**config.mk**
```make
export PLATFORM = sky130hd
export DESIGN_NAME = datapath_unit
export DESIGN_NICKNAME = d
export VERILOG_FILES = /design/src/rtl/datapath_defs.sv /design/src/rtl/register_file.sv /design/src/rtl/datapath_unit.sv
export SDC_FILE = /design/constraint.sdc
export NUM_CORES = 1
export LEC_CHECK = 0
export BUFFER_PORTS_ARGS = -buffer_cell sky130_fd_sc_hd__clkbuf_2
export CORE_MARGIN = 2
export CORE_UTILIZATION = 60
export CTS_BUF_LIST = sky130_fd_sc_hd__clkbuf_8
export DETAILED_ROUTE_END_ITERATION = 16
export PLACE_DENSITY = 0.87
export REMOVE_ABC_BUFFERS = 1
export SLEW_MARGIN = 0
export SYNTH_ARGS = -nofsm -noshare
export SYNTH_HDL_FRONTEND = slang
export SYNTH_HIERARCHICAL = 1
export SYNTH_SLANG_ARGS = --single-unit
```
**constraint.sdc**
```tcl
create_clock -name clk_main -period 12.85 [get_ports clk_main]
set_clock_uncertainty 0.1 [all_clocks]
set_input_delay 1.285 -clock clk_main [delete_from_list [all_inputs] [get_ports clk_main]]
set_output_delay 1.285 -clock clk_main [all_outputs]
set_load 0.005 [all_outputs]
```
**src/rtl/datapath_defs.sv**
```systemverilog
// datapath_defs: shared definitions for the execution datapath and the control logic.
//  - Default widths for the register/bus word, the RAM address and the register count.
//  - FS_* codes for all 16 function-unit operations.
package datapath_defs;

    localparam int DATA_W_DEF = 4;
    localparam int ADDR_W_DEF = 6;
    localparam int NREG_DEF   = 16;

    // Function-select codes. All arithmetic wraps modulo 2**DATA_W.
    localparam logic [3:0] FS_PASS_A   = 4'b0000; // F = A
    localparam logic [3:0] FS_INC      = 4'b0001; // F = A + 1
    localparam logic [3:0] FS_ADD      = 4'b0010; // F = A + B
    localparam logic [3:0] FS_ADD_INC  = 4'b0011; // F = A + B + 1
    localparam logic [3:0] FS_ADD_NOTB = 4'b0100; // F = A + ~B
    localparam logic [3:0] FS_SUB      = 4'b0101; // F = A - B
    localparam logic [3:0] FS_DEC      = 4'b0110; // F = A - 1
    localparam logic [3:0] FS_PASS_A2  = 4'b0111; // F = A (second encoding)
    localparam logic [3:0] FS_AND      = 4'b1000; // F = A & B
    localparam logic [3:0] FS_OR       = 4'b1001; // F = A | B
    localparam logic [3:0] FS_XOR      = 4'b1010; // F = A ^ B
    localparam logic [3:0] FS_NOT_A    = 4'b1011; // F = ~A
    localparam logic [3:0] FS_PASS_B   = 4'b1100; // F = B
    localparam logic [3:0] FS_SHR      = 4'b1101; // F = B >> 1, zero fill
    localparam logic [3:0] FS_SHL      = 4'b1110; // F = B << 1, zero fill
    localparam logic [3:0] FS_ZERO     = 4'b1111; // F = 0

endpackage

```
**src/rtl/register_file.sv**
```systemverilog
// register_file: NREG x DATA_W storage, two combinational read ports, one
// synchronous write port and an asynchronous active-low clear.
//  clk        in   rising-edge write clock
//  rst_n      in   asynchronous active-low clear of every entry
//  we         in   write enable
//  wr_idx     in   write index
//  wr_data    in   write data
//  rd_a_idx   in   read port A index
//  rd_a_data  out  R[rd_a_idx], combinational
//  rd_b_idx   in   read port B index
//  rd_b_data  out  R[rd_b_idx], combinational
// A read of the entry being written returns the old value until the edge.
module register_file
    import datapath_defs::*;
#(
    parameter int DATA_W = DATA_W_DEF,
    parameter int NREG   = NREG_DEF,
    localparam int IDX_W = $clog2(NREG)
) (
    input  logic              clk,
    input  logic              rst_n,
    input  logic              we,
    input  logic [IDX_W-1:0]  wr_idx,
    input  logic [DATA_W-1:0] wr_data,
    input  logic [IDX_W-1:0]  rd_a_idx,
    output logic [DATA_W-1:0] rd_a_data,
    input  logic [IDX_W-1:0]  rd_b_idx,
    output logic [DATA_W-1:0] rd_b_data
);

    logic [DATA_W-1:0] regs [NREG];

    always_ff @(posedge clk or negedge rst_n) begin
        if (!rst_n) begin
            for (int i = 0; i < NREG; i++) begin
                regs[i] <= '0;
            end
        end else if (we) begin
            regs[wr_idx] <= wr_data;
        end
    end

    assign rd_a_data = regs[rd_a_idx];
    assign rd_b_data = regs[rd_b_idx];

endmodule

```
**src/rtl/datapath_unit.sv**
```systemverilog
// datapath_unit: execution datapath driven by the control word.
// Register file, function unit (ALU/shifter), B-operand and bus-D muxes,
// RAM address mux and a data RAM with combinational read.
//  clk_main  in   system clock, state updates on the rising edge
//  reset     in   asynchronous active-low reset (clears the register file only)
//  DR/SA/SB  in   destination / A-operand / B-operand register indices
//  FS        in   function-select code (see datapath_defs)
//  MB        in   B-mux: 0 = R[SB], 1 = zero-extended constant SB
//  MD        in   D-mux: 0 = function result F, 1 = RAM read data
//  RW        in   register write enable
//  MM        in   address mux: 0 = BusA zero-extended, 1 = PC
//  MW        in   RAM write enable
//  PC        in   program counter
//  BusA      out  R[SA], combinational
//  Z         out  1 when F == 0, combinational
//  Addr      out  current RAM address
module datapath_unit
    import datapath_defs::*;
#(
    parameter int DATA_W = DATA_W_DEF,
    parameter int ADDR_W = ADDR_W_DEF,
    parameter int NREG   = NREG_DEF
) (
    input  logic              clk_main,
    input  logic              reset,
    input  logic [3:0]        DR,
    input  logic [3:0]        SA,
    input  logic [3:0]        SB,
    input  logic [3:0]        FS,
    input  logic              MB,
    input  logic              MD,
    input  logic              RW,
    input  logic              MM,
    input  logic              MW,
    input  logic [ADDR_W-1:0] PC,
    output logic [DATA_W-1:0] BusA,
    output logic              Z,
    output logic [ADDR_W-1:0] Addr
);

    logic [DATA_W-1:0] reg_b;
    logic [DATA_W-1:0] bus_b;
    logic [DATA_W-1:0] f;
    logic [DATA_W-1:0] bus_d;
    logic [DATA_W-1:0] ram_rd;
    logic [DATA_W-1:0] ram [2**ADDR_W];

    register_file #(
        .DATA_W (DATA_W),
        .NREG   (NREG)
    ) u_register_file (
        .clk       (clk_main),
        .rst_n     (reset),
        .we        (RW),
        .wr_idx    (DR),
        .wr_data   (bus_d),
        .rd_a_idx  (SA),
        .rd_a_data (BusA),
        .rd_b_idx  (SB),
        .rd_b_data (reg_b)
    );

    assign bus_b = MB ? DATA_W'(SB) : reg_b;

    always_comb begin
        f = '0;
        case (FS)
            FS_PASS_A:   f = BusA;
            FS_INC:      f = BusA + DATA_W'(1);
            FS_ADD:      f = BusA + bus_b;
            FS_ADD_INC:  f = BusA + bus_b + DATA_W'(1);
            FS_ADD_NOTB: f = BusA + ~bus_b;
            FS_SUB:      f = BusA - bus_b;
            FS_DEC:      f = BusA - DATA_W'(1);
            FS_PASS_A2:  f = BusA;
            FS_AND:      f = BusA & bus_b;
            FS_OR:       f = BusA | bus_b;
            FS_XOR:      f = BusA ^ bus_b;
            FS_NOT_A:    f = ~BusA;
            FS_PASS_B:   f = bus_b;
            FS_SHR:      f = bus_b >> 1;
            FS_SHL:      f = bus_b << 1;
            FS_ZERO:     f = '0;
            default:     f = '0;
        endcase
    end

    // Z reflects the function result only, so branches see it in the same cycle
    // regardless of what the D-mux selects.
    assign Z = (f == '0);

    assign Addr = MM ? PC : ADDR_W'(BusA);

    // Combinational read of the current address; a simultaneous write lands at the
    // edge, so the D-mux forwards the pre-write word to the register file.
    assign ram_rd = ram[Addr];
    assign bus_d  = MD ? ram_rd : f;

    // RAM contents are deliberately not reset.
    always_ff @(posedge clk_main) begin
        if (MW) begin
            ram[Addr] <= bus_b;
        end
    end

endmodule

```
==> flow_summary.json, run 1 <==
{
  "grt_pass1_wl_um": 58830,
  "die_w_um": 160.8,
  "yosys_most_used_dff": "edfxtp_1",
  "synthTopCellsByCount": "edfxtp_1, nor2_1, mux2_2",
  "ant_nets": 0,
  "dp_hpwl_um": 23820,
  "timing.rr.end": "u_register_file/regs[42]",
  "yosysMostFrequentCell": "edfxtp_1",
  "cts_max_level": 2,
  "cts_hold_buffers": 0,
  "synth_xor_area_share_pct": 0.3901,
  "synth.distinct_cells": 81,
  "cts.clk_slew.worst_paths_ps": 60,
  "ys_ff_latch": 320,
  "drt-initial-drc-count": 1626,
  "required_ps": 11470,
  "ff_latch_area_um2": 9289,
  "grt_remaining_overflow": 0,
  "max-cap-violations": 0,
  "initial_utilization_pct": 60.84,
  "clockBufferDepth": 3,
  "multi_input_area_um2": 5101,
  "cts-resized-gates": 0,
  "ff2ff_path_depth": 14,
  "core_um2": 24250,
  "hold_path_end": "u_register_file/regs[23]",
  "finalHoldViolCount": 0,
  "startpoint": "SB[0]",
  "synth_top_area_share_pct": 52.11,
  "finalSetupViolations": 0,
  "drive_gt1_share_pct": 22.02,
  "outcome": "completed",
  "period_needed_ps": 7573,
  "end_kind": "output pin",
  "grt_max_degree": 71,
  "die_area_um2": 25860,
  "hold-path-cell-count": 1,
  "tightest_slew_ps": 1261,
  "hold-worst-slack_ps": 431.9,
  "grt_antenna_before_repair": 0,
  "rsz0062_at_grt": "false",
  "p_total_mw": 2.840,
  "chipHeight_um": 160.8,
  "nets": 1140,
  "pwr_density_cell_nw_per_um2": 176.5,
  "dp.cells": 1368,
  "antenna_cells": 0,
  "n_fill_cell": 1640,
  "numClockSinks": 320,
  "min_period_over_period_pct": 58.94,
  "fmax_mhz": 132.0,
  "numCtsBuffers": 49,
  "num_rows": 57,
  "synthToLayoutAreaGrowth_pct": 9.066,
  "layoutNonFillerInstCount": 1450,
  "ys_async_sr_fraction_pct": 20.00,
  "clk_latency_ps": 590,
  "cp_max_fo": 69,
  "worstSetupStartpointType": "input pin",
  "drt-wirelength-per-cell_um": 26.63,
  "synth-simple-area-share_pct": 9.253,
  "routed_via_density": 6.966,
  "slew_viol_final": 0,
  "first_pass_iters": 6,
  "cp_data_arrival_time_ps": 6190,
  "synth_fa_ha_area_share_pct": 1.459,
  "track_usage_pct": 30.07,
  "p_leak_nw": 5.680,
  "synth.mux.area_fraction_pct": 12.58,
  "min_from": "u_register_file/regs[23]",
  "post-cts-setup-buffers": 0,
  "synth.area.top_cells": "edfxtp_1, dfrtp_1, mux2_2, mux4_2, a22oi_1",
  "route.vias.total": 10101,
  "io_buffers": 39,
  "drcViolationCount": 0,
  "synth_top_family_by_area": "multiplexers",
  "synth_area_leader_cell": "edfxtp_1",
  "boundaryPins": 40,
  "ff2ff_setup_slack_ps": 6840,
  "tns_ps": 0,
  "synth_compound_area_share_pct": 10.86,
  "reg2reg_from": "u_register_file/regs[52]",
  "finalWirelength_um": 38620,
  "synth.yosys.seq_area_share_pct": 62.96,
  "slew_headroom_pct": 15.59,
  "netlist_area_um2": 14750,
  "cts_tree": "done",
  "synth_cells": 1050,
  "crit_type": "input pin to output pin",
  "syn_avg_cell_area_um2": 14.05,
  "yosys_warnings": 6,
  "cts_root_buf": "clkbuf_8",
  "grt_pass1_vias": 10121,
  "hold_path_class": "register to register",
  "finalWeightedCongestion": 0.9147,
  "worst_ir_drop_vdd_uv": 115.8,
  "synth_edf_count": 256
}
-- flip-flops by register name, summed over array words and instances (netlist names) --
signal                cells
u_register_file/regs     64
ram                     256
-- cells by family after synthesis --
logic type	count (synthesis)
XOR/XNOR	5
adder cells (fa/ha/maj)	16
buffers and inverters	84
AND/OR/NAND/NOR	278
flip-flops	320
multiplexers	128
AO/OA/AOI/OAI	219
-- layout make-up --
| cell class | count | share of cell area (%) |
|---|---|---|
| well taps | 324 | 2.519 |
| flip-flops and latches | 320 | 57.73 |
| repair buffers | 56 | 2.006 |
| clock buffers | 50 | 4.277 |
| inverters | 22 | 0.5132 |
| clock inverters | 32 | 1.252 |
| multi-input cells | 646 | 31.70 |
-- critical path: stages --
cell      delay [ps]
clkbuf_2         480
mux4_2           580
a22oi_1          200
nand3_1          100
mux2i_1          490
inv_2            600
ha_1             480
nor2b_1          120
o21ai_0          190
nand2_1          120
inv_1             70
ha_1             220
a21o_1           150
a21oi_1          170
xnor2_1          100
or2_2            290
nand2_1           60
nor4b_1          290
clkbuf_2         180
-- per-stage QoR --
stage,util (%),setup WS [ps],instance area (µm²)
floorplan,-,6441,14470
global placement,62.69,5389,15200
detailed placement,62.69,5261,15200
CTS,66.36,5248,16090
global route,66.36,4928,16090
finish,66.36,5277,16090
-- cells in the final DEF (no fill, tap or decap), types with 33 or more instances in the layout --
| cell type | count |
|---|---|
| nor2_1 | 98 |
| a22oi_1 | 58 |
| dfrtp_1 | 64 |
| mux4_2 | 33 |
| mux2_2 | 69 |
| clkbuf_8 | 50 |
| edfxtp_1 | 256 |
| nand2_1 | 58 |
| nand3_1 | 46 |
| clkbuf_2 | 39 |
-- routing by layer --
| layer | part of all wire, % | global-route usage (%) | up-vias | wire length [µm] |
|---|---|---|---|---|
| li1 | - | - | 4230 | - |
| met1 | 35 | 39.86 | 4867 | 13590 |
| met2 | 47 | 48.69 | 848 | 18320 |
| met3 | 12 | 5.217 | 156 | 4582 |
| met4 | 5.5 | 15.06 | 0 | 2127 |
| met5 | 0 | 0 | - | 0 |
-- power by group --
group | internal [mW] | leakage [nW] | total [mW] | switching [mW]
Combinational | 0.286 | 2.06 | 0.720 | 0.434
Clock | 0.403 | 0.516 | 0.793 | 0.390
Sequential | 1.26 | 3.10 | 1.33 | 0.0684
-- how the worst max path moves through the flow --
| stage | to | cells after the start | slack (ps) |
|---|---|---|---|
| after floorplan | Z | 17 | 6440 |
| after global placement | Z | 19 | 5390 |
| after detailed placement | Z | 19 | 5260 |
| after CTS | Z | 19 | 5250 |
| after global routing | Z | 19 | 4930 |
| final | Z | 19 | 5280 |
Note: power is estimated with default switching activity, not from simulation.
==> run 2, diff against run 1 <==
==> constraint.sdc (replaced) <==
create_clock -name clk_main -period 7.4 [get_ports clk_main]
set_clock_uncertainty 0.1 [all_clocks]
set_input_delay 0.74 -clock clk_main [delete_from_list [all_inputs] [get_ports clk_main]]
set_output_delay 0.74 -clock clk_main [all_outputs]
set_load 0.005 [all_outputs]
==> run 2 against run 1 <==
  * Die area did not move
  * Wire length increased by 0.34%
  * Critical endpoint unchanged
  * Final cell count grew 0.41%
  * Largest cell class unchanged
  * Sequential power is 73% higher
  * Highest routed layer unchanged
==> flow_summary.json, run 2 (synthesized netlist as in run 1, its figures left out) <==
{
  "outcome": "completed",
  "slew_headroom_pct": 13.97,
  "startpoint": "SB[0]",
  "reg2reg_from": "u_register_file/regs[49]",
  "final_common_cell": "edfxtp_1",
  "dpl-instance-area_um2": 15210,
  "first_pass_iters": 6,
  "dp.cells": 1370,
  "boundaryPins": 40,
  "timing.rr.end": "u_register_file/regs[17]",
  "fmax_mhz": 159.5,
  "cts_max_level": 2,
  "grt_pass1_wl_um": 59260,
  "numCtsBuffers": 48,
  "grt_pass1_vias": 10013,
  "drt-initial-drc-count": 1580,
  "layoutNonFillerInstCount": 1456,
  "num_rows": 57,
  "finalWirelength_um": 38750,
  "cts_tree": "done",
  "cp_data_arrival_time_ps": 5430,
  "met2WireLength_um": 18110,
  "cts-resized-gates": 0,
  "required_ps": 6560,
  "critPathTopFamily": "buffers and inverters",
  "crit_type": "input pin to output pin",
  "ff_latch_area_um2": 9289,
  "min_period_over_period_pct": 84.74,
  "finalWeightedCongestion": 0.9503,
  "cts.clk_slew.worst_paths_ps": 60,
  "die_area_um2": 25860,
  "antenna_cells": 0,
  "ff2ff_setup_slack_ps": 2020,
  "final_cell_mix": "edfxtp_1, nor2_1, mux2_2",
  "chipHeight_um": 160.8,
  "ff2ff_path_depth": 12,
  "cpMostUsedCell": "clkbuf_2",
  "end_kind": "output pin",
  "post-cts-setup-buffers": 0,
  "core_um2": 24250,
  "wl_met3_um": 4919,
  "grt_max_degree": 70,
  "period_needed_ps": 6271,
  "cp_max_fo": 69,
  "track_usage_pct": 30.37,
  "io_buffers": 39,
  "drcViolationCount": 0,
  "drt-wirelength-per-cell_um": 26.62,
  "top_layer_used": "met4",
  "tightest_slew_ps": 1286,
  "multi_input_area_um2": 5096,
  "grt_remaining_overflow": 0,
  "drt-met1-wl_um": 13640,
  "cts_hold_buffers": 0,
  "routed_via_density": 6.914,
  "dp_hpwl_um": 24220,
  "cp_slowest_stage_delay_ps": 580,
  "n_fill_cell": 1633,
  "largestRegisters": "ram (256), u_register_file/regs (64)",
  "initial_utilization_pct": 60.84,
  "tns_ps": 0,
  "worstPathCellList": "clkbuf_2 > mux4_2 > a22oi_1 > nand3_1 > mux2i_1 > inv_2 > ha_1 > inv_1 > fa_1 > nor3_1 > xnor3_1 > o21ai_0 > a32oi_1 > nand2_1 > nor4b_1 > clkbuf_2",
  "grt_antenna_before_repair": 0,
  "finalHoldViolCount": 0,
  "p_leak_nw": 5.672,
  "finalSetupViolations": 0,
  "pwr_density_cell_nw_per_um2": 304.2,
  "hold_path_class": "input pin to asynchronous set/reset pin",
  "rsz0062_at_grt": "false",
  "nets": 1141,
  "path_buf_inv": 4,
  "ant_nets": 0,
  "numClockSinks": 320,
  "route.vias.total": 10067,
  "clk_latency_ps": 610,
  "synthToLayoutAreaGrowth_pct": 9.100,
  "crit_slowest_cell": "mux4_2",
  "drive_gt1_share_pct": 22.00,
  "worst_ir_drop_vdd_uv": 190.0,
  "clockBufferDepth": 3,
  "worstSetupStartpointType": "input pin",
  "slew_viol_final": 0,
  "largest_register_ff_count": 256,
  "max-cap-violations": 0,
  "die_w_um": 160.8,
  "fin_area_um2": 16100,
  "cts_root_buf": "clkbuf_8",
  "largest-register": "ram"
}
## run 2: cell count changes in the layout (fill, tap and decap cells not counted), moves of 2 or more
cell	delta
clkinv_1	+6
buf_4	+2
inv_8	-2
inv_1	-2
## run 2: cell type report
type,instances,area share (%)
clock inverters,36,1.220
flip-flops and latches,320,57.71
clock buffers,50,4.276
well taps,324,2.519
repair buffers,58,2.099
inverters,22,0.5131
multi-input cells,646,31.66
## run 2: worst max-delay path by stage
stage,endpoint,cells past startpoint
finish,Z,16
global route,Z,19
CTS,Z,16
detailed placement,Z,16
global placement,Z,16
floorplan,Z,17
## run 2: through the flow
stage	setup slack, ps	hold slack, ps	power [mW]	utilization [%]
floorplan	2081	344.4	3.081	-
global placement	1229	400.5	3.479	62.73
detailed placement	1096	415.6	3.537	62.73
CTS	1125	231.2	4.867	66.38
global route	784.4	284.7	5.072	66.38
finish	1129	231.3	4.897	66.38
## run 2: where the power goes
part / total (mW) / internal, mW / switching [mW]
clock network: 1.35 / 0.669 / 0.680
logic: 1.25 / 0.499 / 0.748
registers: 2.30 / 2.18 / 0.116
## run 2: worst reg2reg max path: stages, from the launching register on
cell,delay [ps]
dfrtp_1,390
mux4_2,480
a22oi_1,210
nand3_1,550
nor4b_1,390
or2_1,530
buf_4,340
a22o_1,250
a221oi_1,710
a31oi_1,200
o2bb2ai_1,220
o22a_1,480
mux2_2,400
## run 2: metal layers
layer / global-route usage, % / up-vias
met4: 15.06 / 0
met3: 6.896 / 163
li1: - / 4239
met5: 0 / -
met1: 40.60 / 4850
met2: 47.65 / 815
